$ cat src/rtl/run_pattern_tx_pkg.sv
// Shared types for the run-length pattern transmitter and the benches that
// model its expected output.
package run_tx_pkg;

  typedef enum logic [1:0] {
    IDLE = 2'd0,
    RUN  = 2'd1,
    GAP  = 2'd2
  } statetype;

endpackage

$ cat src/rtl/run_pattern_tx_req_fifo2.sv
// Two-entry request FIFO. Pushes while full and pops while empty are ignored,
// so a simultaneous push and pop on a non-full queue is always safe.
module req_fifo2 #(
  parameter int W = 4
) (
  input  logic         clk,
  input  logic         reset,
  input  logic         push,
  input  logic         pop,
  input  logic [W-1:0] din,
  output logic [W-1:0] dout,
  output logic         full,
  output logic         empty
);

  logic [W-1:0] mem [2];
  logic         wr_ptr;
  logic         rd_ptr;
  logic [1:0]   count;
  logic         push_ok;
  logic         pop_ok;

  assign push_ok = push && !full;
  assign pop_ok  = pop && !empty;

  always_ff @(posedge clk or posedge reset) begin
    if (reset) begin
      mem[0] <= '0;
      mem[1] <= '0;
      wr_ptr <= 1'b0;
      rd_ptr <= 1'b0;
      count  <= 2'd0;
    end else begin
      if (push_ok) begin
        mem[wr_ptr] <= din;
        wr_ptr      <= ~wr_ptr;
      end
      if (pop_ok) begin
        rd_ptr <= ~rd_ptr;
      end
      case ({push_ok, pop_ok})
        2'b10:   count <= count + 2'd1;
        2'b01:   count <= count - 2'd1;
        default: count <= count;
      endcase
    end
  end

  assign dout  = mem[rd_ptr];
  assign full  = (count == 2'd2);
  assign empty = (count == 2'd0);

endmodule

$ cat src/rtl/run_pattern_tx.sv
// Serial run-length pattern transmitter: each queued request of length N
// produces N ones on `a` followed by GAP zeros, with a `done` pulse per request.
module run_pattern_tx #(
  parameter int CW  = 4,
  parameter int GAP = 1
) (
  input  logic                 clk,
  input  logic                 reset,
  input  logic                 req_valid,
  input  logic [CW-1:0]        req_len,
  output logic                 req_ready,
  output logic                 a,
  output logic                 busy,
  output logic                 done,
  output run_tx_pkg::statetype state_dbg
);
  import run_tx_pkg::*;

  // Handshake: a request is taken on every rising edge where req_valid and
  // req_ready are both high; req_len must be stable while req_valid is high.

  localparam logic [CW-1:0] ONE    = CW'(1);
  localparam logic [CW-1:0] GAP_LD = CW'(GAP);

  statetype      state;
  statetype      state_nxt;
  logic [CW-1:0] run_cnt;
  logic [CW-1:0] gap_cnt;
  logic [CW-1:0] head;
  logic          push;
  logic          pop;
  logic          full;
  logic          empty;
  logic          head_zero;
  logic          gap_last;
  logic          zero_pend;

  assign push      = req_valid && req_ready;
  assign head_zero = (head == '0);
  assign gap_last  = (state == run_tx_pkg::GAP) && (gap_cnt == ONE);
  assign state_dbg = state;

  req_fifo2 #(.W(CW)) u_fifo (
    .clk   (clk),
    .reset (reset),
    .push  (push),
    .pop   (pop),
    .din   (req_len),
    .dout  (head),
    .full  (full),
    .empty (empty)
  );

  always_ff @(posedge clk or posedge reset) begin
    if (reset) begin
      state <= IDLE;
    end else begin
      state <= state_nxt;
    end
  end

  // A zero-length head found in IDLE is held back while the previous
  // zero-length done is still pending, so the two pulses never merge.
  always_comb begin
    state_nxt = state;
    pop       = 1'b0;
    case (state)
      IDLE: begin
        if (!empty && !(zero_pend && head_zero)) begin
          pop = 1'b1;
          if (!head_zero) begin
            state_nxt = RUN;
          end
        end
      end
      RUN: begin
        if (run_cnt == ONE) begin
          state_nxt = run_tx_pkg::GAP;
        end
      end
      run_tx_pkg::GAP: begin
        if (gap_cnt == ONE) begin
          state_nxt = IDLE;
          if (!empty) begin
            pop = 1'b1;
            if (!head_zero) begin
              state_nxt = RUN;
            end
          end
        end
      end
      default: state_nxt = IDLE;
    endcase
  end

  // Counters stop at 1 and are reloaded with nonzero values only.
  always_ff @(posedge clk or posedge reset) begin
    if (reset) begin
      run_cnt   <= '0;
      gap_cnt   <= '0;
      zero_pend <= 1'b0;
    end else begin
      zero_pend <= gap_last && pop && head_zero;
      if (pop && !head_zero) begin
        run_cnt <= head;
      end else if (state == RUN && run_cnt != ONE) begin
        run_cnt <= run_cnt - ONE;
      end
      if (state == RUN && run_cnt == ONE) begin
        gap_cnt <= GAP_LD;
      end else if (state == run_tx_pkg::GAP && gap_cnt != ONE) begin
        gap_cnt <= gap_cnt - ONE;
      end
    end
  end

  always_comb begin
    a         = (state == RUN);
    done      = gap_last || zero_pend || ((state == IDLE) && pop && head_zero);
    busy      = (state != IDLE) || !empty;
    req_ready = !full && !reset;
  end

endmodule

$ cat config.mk
export PLATFORM = sky130hd
export DESIGN_NAME = run_pattern_tx
export DESIGN_NICKNAME = d
export VERILOG_FILES = /design/src/rtl/run_pattern_tx_pkg.sv /design/src/rtl/run_pattern_tx_req_fifo2.sv /design/src/rtl/run_pattern_tx.sv
export SDC_FILE = /design/constraint.sdc
export NUM_CORES = 1
export LEC_CHECK = 0
export BUFFER_PORTS_ARGS = -buffer_cell sky130_fd_sc_hd__buf_2
export CORE_MARGIN = 8
export CORE_UTILIZATION = 57
export CTS_CLUSTER_DIAMETER = 200
export DETAILED_ROUTE_END_ITERATION = 6
export PLACE_DENSITY = 0.74
export REMOVE_ABC_BUFFERS = 1
export SLEW_MARGIN = 0
export SYNTH_ARGS = -nofsm -noshare
export SYNTH_HDL_FRONTEND = slang
export SYNTH_SLANG_ARGS = --single-unit
$ cat constraint.sdc
create_clock -name clk -period 2.35 [get_ports clk]
set_input_delay 0.1175 -clock clk [delete_from_list [all_inputs] [get_ports clk]]
set_output_delay 0.1175 -clock clk [all_outputs]
set_load 0.1 [all_outputs]
==> metrics <==
Reg power frac=0.349; layout cells sized above 1=0.320; CP max FO=3; top post-synthesis cells by count=dfrtp_1, inv_1, mux2_2, nor2_1, mux2i_1; first-pass GRT wire length=4040 um; sw frac=0.462; setup ws final=0.0615 ns; sw power=1.02 mW; # DRC=0; Setup Skew=0.00335 ns; Async SR Flop Fraction=1.00; DRT Pass-1 Iters=4; Cell Area, Synth=1280 sq um; largest net degree at the start of global routing=16; combinational power share=0.568; vias in the first global route=920; Power Dens Cells=1550 nW/um^2; buffer depth of the longest clock path=2; final core occ=0.654; post-synthesis sequential area ratio=0.451; Area Overhead vs Synth=11.2%; DR WL/cell=14.1 um; Synth top area share=0.451; run status=finished, final reports clean; n_diodes=0; initial antenna violation count=0; fmax=0.437 GHz; fillcell total=198; crit end category=primary output; Hold Crit Class=input pin to flip-flop; main flop type after synthesis=dfrtp_1; CTS resizes=0; most frequent cell after synthesis=dfrtp_1; Least-Margin Pin Slew=0.495 ns; clock network power share=0.083; post-layout instance area=1420 sq um; die area=4010 sq um; normalized max-slew margin=0.673; I/O pin cnt=13; final net count=138; Hold Startpoint=req_len[1]; setup TNS=0 ns; Register Area=576 sq um; via count=827; total CTS buffers=3; drt initial violations=10; CP Launch Type=flip-flop; peak supply drop=1.23 mV; Die Wd=63.3 um; critical path type=flip-flop to primary output; Final Max Tran Viols=0; clk slew on worst S/H paths=0.13 ns; Post-synth EDFFs=0; GPL Wtd Cong=0.741; Setup crit start=u_fifo.mem[1]$_DFFE_PP0P_; RSZ-0062 raised after global routing=true; min Tclk post-route=2.29 ns; die height=63.3 um; CTS Root Cell=clkbuf_4; final hold violation count=0; total gr overflow=0; CTS tree=built; internal power=1.19 mW; flops & latches, synth=23; origin of the critical flop-to-flop path=gap_cnt[1]$_DFFE_PP0P_; # rows=17; Post-DP HPWL=1740 um; Detail Route Antenna Nets=0; Critical Path RT=2.23 ns; CTS sink cnt=23; Post-Place Setup Slack=0.130 ns; port bufs=12; Synth Instances=108; Initial Utilization=0.588; crit path DAT=2.17 ns; DR vias/cell=5.41; setup violators final=0; Core Region=2170 sq um; Synth Warn #=0; leading area contributor after synthesis=dfrtp_1; multi-input gate area in the final layout=639 sq um; Max Cap Viol=0; Synth cell types=38; fin crit share=0.974; Pleak=0.647 nW; Total Routed Length=2160 um; post-CTS setup buffer count=0; synthesized area per cell=11.8 sq um; H-tree depth=1; largest cells by area after synthesis=dfrtp_1, mux2_2, mux2i_1; Cell Area, Placed=1380 sq um; GRT Util Overall=0.122; worst skew pair latency=0.31 ns
==> critical path, cell delays in order, from the launching register on <==
cell      delay [ns]
dfrtp_1         0.41
or4b_4          0.55
o22ai_4         0.22
o21ai_1         0.13
o311ai_2        0.32
buf_12          0.22
==> state kept, by name (all words and copies together), names as in the netlist <==
name	flops
u_fifo.mem	8
gap_cnt	4
run_cnt	4
state_dbg	2
u_fifo.count	2
u_fifo.rd_ptr	1
u_fifo.wr_ptr	1
zero_pend	1
==> stage by stage <==
stage	hold slack [ns]	cells	total power [mW]
floorplan	0.136	105	1.79
global placement	0.116	148	2.00
detailed placement	0.127	148	2.04
CTS	0.0309	153	2.23
global route	0.0266	153	2.38
finish	0.0409	153	2.20
==> power groups by stage <==
stage               registers [mW]  logic [mW]  clock network, mW
floorplan                    0.848       0.941                  0
finish                       0.769        1.25              0.182
global route                 0.804        1.37              0.207
CTS                          0.772        1.27              0.192
detailed placement           0.780        1.26                  0
global placement             0.770        1.23                  0
==> layer usage <==
layer  part of all wire  track usage  vias to the layer above
met2               0.53        0.225                       11
met5                  0            0                        -
li1                   -            -                      406
met3              0.026       0.0247                        4
met1               0.43        0.132                      406
met4             0.0097       0.0501                        0
==> placed cells by master, fill, tap and decap left out, types with 5 or more instances in the layout <==
master and n:
dfrtp_1 23, buf_2 11, inv_1 9, nor2_1 9, mux2_2 9, mux2i_1 7
xnor2_1 6, ha_1 5
==> cells by family (layout without fill, tap and decap cells) <==
kind of cell,after synthesis,in the layout,synth area share
adders and majority gates,5,5,0.0490
and+or+nand+nor,30,30,0.153
xor gates and xnor gates,9,9,0.0618
AOI/OAI and AO/OA,12,12,0.0912
buffers and inverters,12,29,0.0480
muxes,17,17,0.146
DFF,23,23,0.451
==> area by class of cell <==
class / instances / area share
sequential: 23 / 0.406
multi-input combinational: 73 / 0.451
timing repair buffer: 16 / 0.0758
clock inverter: 1 / 0.00353
inverter: 9 / 0.0238
tap: 28 / 0.0247
clock buffer: 3 / 0.0159
==> timing repair <==
action	in CTS	in global routing
hold endpoints to repair	23	0
endpoints found under the setup margin	0	2
hold buffers	1	0
==> worst paths after layout <==
kind / cells after the start / slack, ns / end
min: 2 / 0.04 / u_fifo.mem[1]$_DFFE_PP0P_
max reg2reg: 8 / 0.11 / u_fifo.count[1]$_DFFE_PP0P_
max in group asynchronous: 4 / 1.83 / run_cnt[0]$_DFFE_PP0P_
max: 5 / 0.06 / done
min reg2reg: 1 / 0.51 / u_fifo.wr_ptr$_DFFE_PP0P_
min in group asynchronous: 4 / 0.33 / run_cnt[3]$_DFFE_PP0P_
No activity file was read; power rests on OpenSTA's default activity.
